<file path="src/rtl/arm_ex_stage.sv">
// Execute stage of a 5-stage ARM pipeline. Holds the barrel shifter, the 16-opcode ALU with NZCV
// generation, the load/store address adder, and a 4-cycle byte-serial MUL/MLA unit.
module arm_ex_stage (
    input  logic        clk,
    input  logic        rst_b,
    input  logic [31:0] IDEX_rn_data,
    input  logic [31:0] IDEX_rm_data,
    input  logic [31:0] IDEX_rs_or_rd_data,
    input  logic        IDEX_rd_we,
    input  logic        IDEX_cpsr_we,
    input  logic        IDEX_is_imm,
    input  logic        IDEX_alu_or_mac,
    input  logic        IDEX_up_down,
    input  logic        IDEX_mac_sel,
    input  logic        IDEX_rd_sel,
    input  logic        IDEX_rd_data_sel,
    input  logic        IDEX_is_alu_for_mem_addr,
    input  logic        IDEX_ld_byte_or_word,
    input  logic        IDEX_halted,
    input  logic [3:0]  IDEX_alu_sel,
    input  logic [3:0]  IDEX_cpsr_mask,
    input  logic [3:0]  IDEX_mem_write_en,
    input  logic [31:0] IDEX_cpsr,
    input  logic [11:0] IDEX_inst_11_0,
    input  logic [3:0]  IDEX_inst_19_16,
    input  logic [3:0]  IDEX_inst_15_12,
    output logic        EXID_rd_we,
    output logic        EXID_cpsr_we,
    output logic [3:0]  EXID_rd_num,
    output logic [31:0] EXID_cpsr,
    output logic        ex_busy,
    output logic [31:0] EXMEM_alu_result,
    output logic [31:0] EXMEM_store_data,
    output logic [31:0] EXMEM_cpsr,
    output logic [3:0]  EXMEM_rd_num,
    output logic [3:0]  EXMEM_mem_write_en,
    output logic        EXMEM_rd_we,
    output logic        EXMEM_cpsr_we,
    output logic        EXMEM_rd_data_sel,
    output logic        EXMEM_ld_byte_or_word,
    output logic        EXMEM_halted
);

    typedef enum logic {S_IDLE, S_MUL} state_t;

    state_t      state_q, state_d;
    logic [1:0]  cnt_q, cnt_d;
    logic [31:0] acc_q, acc_d, mul_rm_q, mul_rs_q;
    logic [3:0]  mul_rd_num_q;
    logic        mul_halted_q;

    function automatic logic [31:0] ror32(input logic [31:0] v, input logic [4:0] a);
        return (v >> a) | (v << (6'd32 - {1'b0, a}));
    endfunction

    // Operand2 barrel shifter
    logic [31:0]        op2;
    logic               sh_c;
    logic [4:0]         amt, amt_m1, rot;
    logic [5:0]         lsl_idx;
    logic signed [31:0] rm_s;
    logic               c_in;

    always_comb begin
        c_in    = IDEX_cpsr[29];
        amt     = IDEX_inst_11_0[11:7];
        amt_m1  = amt - 5'd1;
        lsl_idx = 6'd32 - {1'b0, amt};
        rot     = {IDEX_inst_11_0[11:8], 1'b0};
        rm_s    = IDEX_rm_data;
        op2     = IDEX_rm_data;
        sh_c    = c_in;
        if (IDEX_is_imm) begin
            op2  = ror32({24'd0, IDEX_inst_11_0[7:0]}, rot);
            sh_c = (rot != 5'd0) ? op2[31] : c_in;
        end else begin
            unique case (IDEX_inst_11_0[6:5])
                2'b00: if (amt != 5'd0) begin
                    op2  = IDEX_rm_data << amt;
                    sh_c = IDEX_rm_data[lsl_idx[4:0]];
                end
                2'b01: if (amt == 5'd0) begin
                    op2  = 32'd0;
                    sh_c = IDEX_rm_data[31];
                end else begin
                    op2  = IDEX_rm_data >> amt;
                    sh_c = IDEX_rm_data[amt_m1];
                end
                2'b10: if (amt == 5'd0) begin
                    op2  = {32{IDEX_rm_data[31]}};
                    sh_c = IDEX_rm_data[31];
                end else begin
                    op2  = 32'(rm_s >>> amt);
                    sh_c = IDEX_rm_data[amt_m1];
                end
                default: if (amt == 5'd0) begin
                    op2  = {c_in, IDEX_rm_data[31:1]};
                    sh_c = IDEX_rm_data[0];
                end else begin
                    op2  = ror32(IDEX_rm_data, amt);
                    sh_c = IDEX_rm_data[amt_m1];
                end
            endcase
        end
    end

    // ALU, one shared adder; subtracts use a + ~b + 1 so carry = NOT borrow
    logic [31:0] add_a, add_b, alu_res, alu_cpsr;
    logic        add_cin, is_arith, flag_c, flag_v, is_test;
    logic        cpsr_we_eff, rd_we_eff, mul_start;
    logic [32:0] add_sum;
    logic [3:0]  flags, rd_num;

    always_comb begin
        add_a    = IDEX_rn_data;
        add_b    = op2;
        add_cin  = 1'b0;
        is_arith = 1'b0;
        alu_res  = 32'd0;
        if (IDEX_is_alu_for_mem_addr) begin
            add_b    = IDEX_up_down ? op2 : ~op2;
            add_cin  = ~IDEX_up_down;
            is_arith = 1'b1;
        end else begin
            unique case (IDEX_alu_sel)
                4'h0, 4'h8: alu_res = IDEX_rn_data & op2;
                4'h1, 4'h9: alu_res = IDEX_rn_data ^ op2;
                4'h2, 4'hA: begin add_b = ~op2; add_cin = 1'b1; is_arith = 1'b1; end
                4'h3: begin add_a = op2; add_b = ~IDEX_rn_data; add_cin = 1'b1; is_arith = 1'b1; end
                4'h4, 4'hB: is_arith = 1'b1;
                4'h5: begin add_cin = c_in; is_arith = 1'b1; end
                4'h6: begin add_b = ~op2; add_cin = c_in; is_arith = 1'b1; end
                4'h7: begin add_a = op2; add_b = ~IDEX_rn_data; add_cin = c_in; is_arith = 1'b1; end
                4'hC: alu_res = IDEX_rn_data | op2;
                4'hD: alu_res = op2;
                4'hE: alu_res = IDEX_rn_data & ~op2;
                default: alu_res = ~op2;
            endcase
        end
        add_sum = {1'b0, add_a} + {1'b0, add_b} + {32'd0, add_cin};
        if (is_arith) alu_res = add_sum[31:0];
        flag_c = is_arith ? add_sum[32] : sh_c;
        flag_v = is_arith ? ((add_a[31] == add_b[31]) && (add_sum[31] != add_a[31])) : IDEX_cpsr[28];
        flags  = {alu_res[31], (alu_res == 32'd0), flag_c, flag_v};

        is_test     = (IDEX_alu_sel[3:2] == 2'b10) && IDEX_alu_or_mac && !IDEX_is_alu_for_mem_addr;
        rd_we_eff   = IDEX_rd_we && !is_test;
        cpsr_we_eff = IDEX_cpsr_we && IDEX_alu_or_mac && !IDEX_is_alu_for_mem_addr;
        alu_cpsr    = IDEX_cpsr;
        if (cpsr_we_eff)
            alu_cpsr[31:28] = (flags & IDEX_cpsr_mask) | (IDEX_cpsr[31:28] & ~IDEX_cpsr_mask);
        rd_num    = IDEX_rd_sel ? IDEX_inst_15_12 : IDEX_inst_19_16;
        mul_start = (state_q == S_IDLE) && !IDEX_alu_or_mac && IDEX_rd_we;
    end

    // Multiplier FSM: one Rs byte per cycle, LSB first
    logic [7:0]  mul_byte;
    logic [31:0] mul_term;

    always_comb begin
        mul_byte = 8'(mul_rs_q >> {cnt_q, 3'b000});
        mul_term = (mul_rm_q * {24'd0, mul_byte}) << {cnt_q, 3'b000};
        state_d  = state_q;
        cnt_d    = cnt_q;
        acc_d    = acc_q;
        unique case (state_q)
            S_IDLE: if (mul_start) begin
                state_d = S_MUL;
                cnt_d   = 2'd0;
                acc_d   = IDEX_mac_sel ? IDEX_rn_data : 32'd0;
            end
            default: begin
                acc_d = acc_q + mul_term;
                cnt_d = cnt_q + 2'd1;
                if (cnt_q == 2'd3) state_d = S_IDLE;
            end
        endcase
    end

    always_ff @(posedge clk or negedge rst_b) begin
        if (!rst_b) begin
            state_q <= S_IDLE;
            cnt_q   <= 2'd0;
        end else begin
            state_q <= state_d;
            cnt_q   <= cnt_d;
        end
    end

    always_ff @(posedge clk) begin
        acc_q <= acc_d;
        if (mul_start) begin
            mul_rm_q     <= IDEX_rm_data;
            mul_rs_q     <= IDEX_rs_or_rd_data;
            mul_rd_num_q <= rd_num;
            mul_halted_q <= IDEX_halted;
        end
    end

    // EX/MEM register next state; MUL start and MUL cycles emit bubbles except the final one
    logic [31:0] res_d, cpsr_d;
    logic [3:0]  rd_num_d, mem_we_d;
    logic        rd_we_d, cpsr_we_d, rd_data_sel_d, ld_d, halted_d;

    always_comb begin
        res_d         = 32'd0;
        cpsr_d        = IDEX_cpsr;
        rd_num_d      = rd_num;
        mem_we_d      = 4'd0;
        rd_we_d       = 1'b0;
        cpsr_we_d     = 1'b0;
        rd_data_sel_d = 1'b0;
        ld_d          = 1'b0;
        halted_d      = 1'b0;
        if (state_q == S_MUL) begin
            rd_num_d = mul_rd_num_q;
            if (cnt_q == 2'd3) begin
                res_d         = acc_d;
                rd_we_d       = 1'b1;
                rd_data_sel_d = 1'b1;
                halted_d      = mul_halted_q;
            end
        end else if (!mul_start) begin
            res_d         = alu_res;
            cpsr_d        = alu_cpsr;
            mem_we_d      = IDEX_mem_write_en;
            rd_we_d       = rd_we_eff;
            cpsr_we_d     = cpsr_we_eff;
            rd_data_sel_d = IDEX_rd_data_sel;
            ld_d          = IDEX_ld_byte_or_word;
            halted_d      = IDEX_halted;
        end
    end

    always_ff @(posedge clk or negedge rst_b) begin
        if (!rst_b) begin
            EXMEM_alu_result      <= 32'd0;
            EXMEM_store_data      <= 32'd0;
            EXMEM_cpsr            <= 32'd0;
            EXMEM_rd_num          <= 4'd0;
            EXMEM_mem_write_en    <= 4'd0;
            EXMEM_rd_we           <= 1'b0;
            EXMEM_cpsr_we         <= 1'b0;
            EXMEM_rd_data_sel     <= 1'b0;
            EXMEM_ld_byte_or_word <= 1'b0;
            EXMEM_halted          <= 1'b0;
        end else begin
            EXMEM_alu_result      <= res_d;
            EXMEM_store_data      <= IDEX_rs_or_rd_data;
            EXMEM_cpsr            <= cpsr_d;
            EXMEM_rd_num          <= rd_num_d;
            EXMEM_mem_write_en    <= mem_we_d;
            EXMEM_rd_we           <= rd_we_d;
            EXMEM_cpsr_we         <= cpsr_we_d;
            EXMEM_rd_data_sel     <= rd_data_sel_d;
            EXMEM_ld_byte_or_word <= ld_d;
            EXMEM_halted          <= halted_d;
        end
    end

    always_comb begin
        ex_busy = (state_q == S_MUL);
        if (ex_busy) begin
            EXID_rd_we   = 1'b1;
            EXID_rd_num  = mul_rd_num_q;
            EXID_cpsr_we = 1'b0;
            EXID_cpsr    = IDEX_cpsr;
        end else begin
            EXID_rd_we   = rd_we_eff;
            EXID_rd_num  = rd_num;
            EXID_cpsr_we = cpsr_we_eff;
            EXID_cpsr    = alu_cpsr;
        end
    end

endmodule

</file>
<file path="config.mk">
export PLATFORM = sky130hd
export DESIGN_NAME = arm_ex_stage
export DESIGN_NICKNAME = d
export VERILOG_FILES = /design/src/rtl/arm_ex_stage.sv
export SDC_FILE = /design/constraint.sdc
export NUM_CORES = 2
export LEC_CHECK = 0
export BUFFER_PORTS_ARGS = -buffer_cell sky130_fd_sc_hd__buf_2
export CORE_ASPECT_RATIO = 0.9
export CORE_UTILIZATION = 45
export DETAILED_ROUTE_END_ITERATION = 10
export GPL_TIMING_DRIVEN = 0
export MAX_ROUTING_LAYER = met4
export PLACE_DENSITY = 0.65
export SLEW_MARGIN = 20
export SYNTH_ARGS = -nofsm -noshare
export SYNTH_HDL_FRONTEND = slang
export SYNTH_SLANG_ARGS = --single-unit
</file>
<file path="constraint.sdc">
create_clock -name clk -period 15.2 [get_ports clk]
set_input_delay 0.76 -clock clk [delete_from_list [all_inputs] [get_ports clk]]
set_output_delay 0.76 -clock clk [all_outputs]
set_load 0.02 [all_outputs]
</file>
## Word-level counts from Yosys, hierarchy flattened

Index checks and enable logic that the tools add are counted.

| storage, ports and cells | value |
|---|---|
| output and inout bits | 148 |
| bits in registers | 213 |

| cells by class | value |
|---|---|
| multiply operators | 1 |
| shift-type cells | 8 |
| bitwise operators | 14 |
| reduce and logical (&&, ||, !) cells | 26 |
| add/sub/neg operators | 7 |
| order comparisons | 2 |
| equal/unequal tests | 20 |
| multiplexer cells | 63 |

Operators by type and width:

| operator | number |
|---|---|
| $mux 32 | 20 |
| $pmux 32 s6 | 1 |
| $or 32x32->32 | 3 |
| $pmux 32 s3 | 1 |
| $and 32x32->32 | 2 |
| $not 32->32 | 2 |
| $pmux 32 s2 | 1 |
| $shl 32x5->32 | 2 |
| $add 32x32->33 | 1 |
| $add 33x1->33 | 1 |
| $add 32x32->32 | 1 |
| $logic_not 32->1 | 1 |
| $mul 32x8->32 | 1 |
| $shl 32x6->32 | 1 |
| $shl 8x6->32 | 1 |
| $shr 32x5->32 | 1 |
| $shr 32x5->8 | 1 |
| $shr 8x5->32 | 1 |
| $sshr 32x5->32 | 1 |
| $xor 32x32->32 | 1 |
| $mux 1 | 29 |
| $eq 4x4->1 const B | 7 |
| $mux 4 | 5 |
| $eq 4x3->1 const B | 4 |
| 28 further kinds | 52 |

## Depth between registers and ports, before layout

| logic depth | value |
|---|---|
| word-level depth | 19 |
| mapped depth | 37 |
| gate-level depth less buffers | 35 |

## Worst setup path after synthesis

No wires, ideal clock.

| path | value |
|---|---|
| kind | input-to-output |
| start | in IDEX_inst_11_0[7] |
| end | out EXID_cpsr[28] |
| arrival | 7,880 ps |
| stages on the path | 32 |
| slack | 6,560 ps |
| cells stage by stage | buf_4 > inv_2 > clkbuf_1 > buf_2 > buf_2 > ha_1 > inv_1 > nor2_1 > ha_1 > buf_4 > clkbuf_1 > buf_1 > nand3_1 > o41ai_1 > o32ai_1 > a311o_1 > o21ai_1 > inv_1 > o22a_1 > o21ai_0 > o21ai_0 > fa_1 > nand2b_1 > a211oi_1 > o211ai_1 > a2111oi_0 > o211ai_1 > nand3_1 > a41oi_1 > o21ai_0 > xnor2_1 > o41ai_1 |

| on the way | value |
|---|---|
| longest elaborated chain between the ends | 18 |
| elaborated cells on any way between the ends | 33 |
| classes of those cells | 3 x add/sub; 2 x eq/ne; 6 x shift; 14 x mux; 5 x bitwise; 3 x reduce/logical |

Ends and longest elaborated chain:

| what | RTL line | text |
|---|---|---|
| start, declared | 24 | `input logic [11:0] IDEX_inst_11_0,` |
| $sub 6x5->6 | 53 | `return (v >> a) \| (v << (6'd32 - {1'b0, a}));` |
| $shl 32x6->32 | 53 |  |
| $or 32x32->32 | 53 |  |
| $mux 32 | 96 | `default: if (amt == 5'd0) begin` |
| $pmux 32 s3 | 77 | `unique case (IDEX_inst_11_0[6:5])` |
| $mux 32 (*) | 73 | `if (IDEX_is_imm) begin` |
| $not 32->32 | 121, 128, 132 |  |
| $pmux 32 s2 or $mux 32 (tied branches) | 125, 121 |  |
| [2 not listed] | - |  |
| $add 33x1->33 | 140 | `add_sum = {1'b0, add_a} + {1'b0, add_b} + {32'd0, add_cin};` |
| $ne 1x1->1 | 143 | `flag_v = is_arith ? ((add_a[31] == add_b[31]) && (add_sum[31] != add_a[31])) : IDEX_cpsr[28];` |
| $logic_and 1x1->1 (*) | 143 |  |
| $mux 1 (*) | 143 |  |
| $and 4x4->4 (*) | 151 | `alu_cpsr[31:28] = (flags & IDEX_cpsr_mask) \| (IDEX_cpsr[31:28] & ~IDEX_cpsr_mask);` |
| $or 4x4->4 (*) | 151 |  |
| $mux 4 (*) | 150 | `if (cpsr_we_eff)` |
| $mux 32 (*) | 263 | `if (ex_busy) begin` |
| end, declared | 30 | `output logic [31:0] EXID_cpsr,` |

Mark *: on every way between the ends. The rest lies on a longest branch, timed or not.

## Worst setup path in the final report

| path | value |
|---|---|
| start | in IDEX_inst_11_0[9] |
| end | out EXID_cpsr[30] |

| on the way | value |
|---|---|
| longest elaborated chain between the ends | 17 |
| elaborated cells on any way between the ends | 38 |
| classes of those cells | 4 x add/sub; 6 x shift; 16 x mux; 9 x bitwise; 3 x reduce/logical |

Ends and longest elaborated chain:

| what | RTL line | text |
|---|---|---|
| $sub 6x5->6 | 53 |  |
| $shl 32x6->32 | 53 |  |
| $or 32x32->32 | 53 |  |
| $mux 32 | 96 |  |
| $pmux 32 s3 | 77 |  |
| $mux 32 (*) | 73 |  |
| $not 32->32 | - |  |
| $pmux 32 s2 or $mux 32 (tied branches) | 125, 121 |  |
| $mux 32 | 120 | `if (IDEX_is_alu_for_mem_addr) begin` |
| $add 32x32->33 | 140 |  |
| $add 33x1->33 | 140 |  |
| $mux 32 (*) | 141 | `if (is_arith) alu_res = add_sum[31:0];` |
| $logic_not 32->1 (*) | 144 | `flags = {alu_res[31], (alu_res == 32'd0), flag_c, flag_v};` |
| $and 4x4->4 (*) | 151 |  |
| $or 4x4->4 (*) | 151 |  |
| $mux 4 (*) | 150 |  |
| $mux 32 (*) | 263 |  |

Marks and branches as above.

==> impl_metrics.json <==
{
  "crit_path_frequent_cell": "buf_2",
  "path_clk_slew_ps": 70,
  "register_area_sq_um": 5520,
  "synth_edf_count": 69,
  "setup_ws_ps": 1320,
  "fin_crit_ps": 13880,
  "critPathLaunchType": "primary input",
  "multi_input_area_sq_um": 22900,
  "cts-resized-gates": 0,
  "ioPinCount": 321,
  "clock_path_buffers": 3,
  "ant_nets": 0,
  "worst_ep_required_time_ps": 14440,
  "grt_pass1_wl_um": 244000,
  "cts_setup_buffers": 0,
  "rows": 90,
  "async_flop_share": 0.526,
  "finalHoldViolations": 0,
  "syn-num-nets": 4031,
  "start_util": 0.456,
  "numCtsBuffers": 22,
  "synth_area_sq_um": 30600,
  "dieHeight_um": 249,
  "maxSlewHeadroom": 0.0677,
  "outcome": "finished with violations",
  "num-fill-cells": 6518,
  "setup_tns_ps": 0,
  "final_nets": 4378,
  "core_sq_um": 67100,
  "clkSinkCount": 213,
  "synth.yosys.seq_area_share": 0.180,
  "violations": "DRC",
  "yosys_warnings": 0,
  "drv_slew": 0,
  "post-place-ws_ps": 2410,
  "die_area_sq_um": 69100,
  "place_congestion": 1.17,
  "synth_cell_types": 102,
  "cp_slowest_cell": "a2111oi_1",
  "critical_path_buf_inv_count": 10,
  "hpwlAfterDp_um": 137000,
  "crit_path_end_kind": "output port",
  "cts_root_buffer": "clkbuf_16",
  "fmaxAchievable_ghz": 0.0721,
  "synth.avg_cell_area_sq_um": 8.62,
  "io_buffers": 314,
  "path_max_fanout": 11,
  "worst_pin_slew_ps": 1400,
  "drive_gt1_frac": 0.177,
  "worstSetupPathType": "in -> out",
  "overflow": 0,
  "syn_inst": 3552,
  "ys_seq_elements": 213,
  "route.vias.total": 34327,
  "crit_arrival_ps": 13120,
  "fin_crit_sh": 0.913,
  "path_delay_family": "buffers and inverters",
  "grt_use_total": 0.509,
  "holdCritPathClass": "in -> async",
  "skew_ps": 20.2,
  "rsz0062_at_grt": "false",
  "wl_per_cell_um": 36.5,
  "route.detailed.drc": 1,
  "dr.pass1.iters": 10,
  "grt_max_degree": 64,
  "cap_viol_max_count": 0,
  "drt-total-wl_um": 175000,
  "synth_flop_cell": "dfrtp_1",
  "vias_per_cell": 7.14,
  "post-route-util": 0.511,
  "die_width_um": 277,
  "critPathMaxStageDelay_ps": 1060,
  "antenna_found_initial": 18,
  "syn_to_final_growth_pct": 12.0,
  "htree_levels": 1,
  "setup_viol": 0,
  "whs_ps": 168,
  "cts_tree": "done",
  "drt_iter0_drc": 6067,
  "ctsHoldBuffers": 0,
  "grt_pass1_vias": 32255,
  "clk_latency_ps": 540
}
==> cell type report <==
| class | instances | share of cell area |
|---|---|---|
| inverters | 250 | 0.0274 |
| diodes | 17 | 0.00124 |
| multi-input cells | 2782 | 0.666 |
| flip-flops and latches | 213 | 0.161 |
| clock buffers | 31 | 0.0188 |
| repair buffers | 323 | 0.0497 |
| well taps | 874 | 0.0319 |
| plain buffers | 307 | 0.0405 |
| clock inverters | 9 | 0.00317 |
==> cells by family (layout without fill, tap and decap cells) <==
family | Yosys count | count (layout) | share of synthesized area
buffers and inverters | 557 | 920 | 0.0758
multiplexers | 334 | 334 | 0.163
adder cells (fa/ha/maj) | 306 | 306 | 0.164
XOR/XNOR | 138 | 138 | 0.0400
AO/OA/AOI/OAI | 945 | 945 | 0.205
flip-flops | 213 | 213 | 0.180
AND/OR/NAND/NOR | 1059 | 1059 | 0.173
other | 0 | 17 | 0
==> flip-flops by register name, indices dropped and copies added, names as in the netlist <==
register / cells
EXMEM_alu_result: 32
EXMEM_cpsr: 32
EXMEM_store_data: 32
acc_q: 32
mul_rm_q: 32
mul_rs_q: 32
EXMEM_mem_write_en: 4
EXMEM_rd_num: 4
mul_rd_num_q: 4
cnt_q: 2
EXMEM_cpsr_we: 1
EXMEM_halted: 1
EXMEM_ld_byte_or_word: 1
EXMEM_rd_data_sel: 1
EXMEM_rd_we: 1
ex_busy: 1
mul_halted_q: 1
==> cell usage after synthesis (33+ instances only) <==
| cell type | number | area share |
|---|---|---|
| buf_4 | 35 | 0.0086 |
| o22ai_1 | 59 | 0.012 |
| mux2i_1 | 142 | 0.046 |
| nor2b_1 | 34 | 0.0069 |
| nand3_1 | 47 | 0.0077 |
| xor2_1 | 43 | 0.012 |
| a21oi_1 | 251 | 0.041 |
| edfxtp_1 | 69 | 0.068 |
| a211oi_1 | 36 | 0.0088 |
| inv_1 | 244 | 0.030 |
| nand2b_1 | 45 | 0.0092 |
| dfrtp_1 | 112 | 0.092 |
| nor2_1 | 190 | 0.023 |
| clkbuf_1 | 202 | 0.025 |
| nor3_1 | 100 | 0.016 |
| mux4_2 | 124 | 0.091 |
| ha_1 | 147 | 0.060 |
| nand2_1 | 314 | 0.038 |
| buf_2 | 35 | 0.0057 |
| xnor2_1 | 93 | 0.027 |
| and2_1 | 197 | 0.040 |
| fa_1 | 159 | 0.10 |
| o21ai_0 | 193 | 0.032 |
| mux2_2 | 63 | 0.023 |
| o211ai_1 | 33 | 0.0081 |
==> stage by stage <==
step / area, sq um / cells
after floorplan: 30600 / 3552
final: 34300 / 4806
after global placement: 33300 / 4740
after global routing: 34300 / 4804
after detailed placement: 33500 / 4748
after CTS: 34200 / 4788
==> final timing paths <==
path	startpoint	to	slack [ps]	depth (start not counted)
setup / recovery	IDEX_inst_11_0[9]	EXID_cpsr[30]	1320	33
hold / removal	rst_b	EXMEM_store_data[1]	170	1
setup reg to reg	cnt_q[0]	EXMEM_alu_result[27]	4400	34
hold reg to reg	mul_halted_q	EXMEM_halted	480	1
max in group asynchronous	rst_b	EXMEM_alu_result[23]	14310	2
min in group clk	IDEX_rs_or_rd_data[17]	EXMEM_store_data[17]	350	1
==> cells in the final DEF (no fill, tap or decap), types with 112 or more instances in the layout <==
| cell | instances |
|---|---|
| a21oi_1 | 251 |
| clkbuf_1 | 201 |
| dfrtp_1 | 112 |
| mux4_2 | 124 |
| nand2_1 | 314 |
| and2_1 | 197 |
| nor2_1 | 189 |
| inv_1 | 244 |
| o21ai_0 | 191 |
| buf_2 | 350 |
| fa_1 | 159 |
| ha_1 | 147 |
| mux2i_1 | 141 |
==> routing by layer <==
metal,vias up,global-route usage,part of all wire
met2,3222,0.688,0.40
met5,-,-,0
met1,16676,0.627,0.37
met4,0,0.255,0.068
met3,810,0.241,0.17
li1,13619,-,-
==> worst register-to-register path: cells and delay by family, from the launching register on <==
| kind | cells | cell delay (ps) |
|---|---|---|
| compound gates | 13 | 3720 |
| fa+ha+maj | 6 | 2720 |
| flops | 1 | 600 |
| xor+xnor | 2 | 400 |
| mux | 2 | 500 |
| buf+inv | 6 | 1620 |
| simple gates | 5 | 1130 |
Power is left out: the tool's default activity adds up to more than one toggle a clock period on the data nets, which glitch-free logic cannot reach.
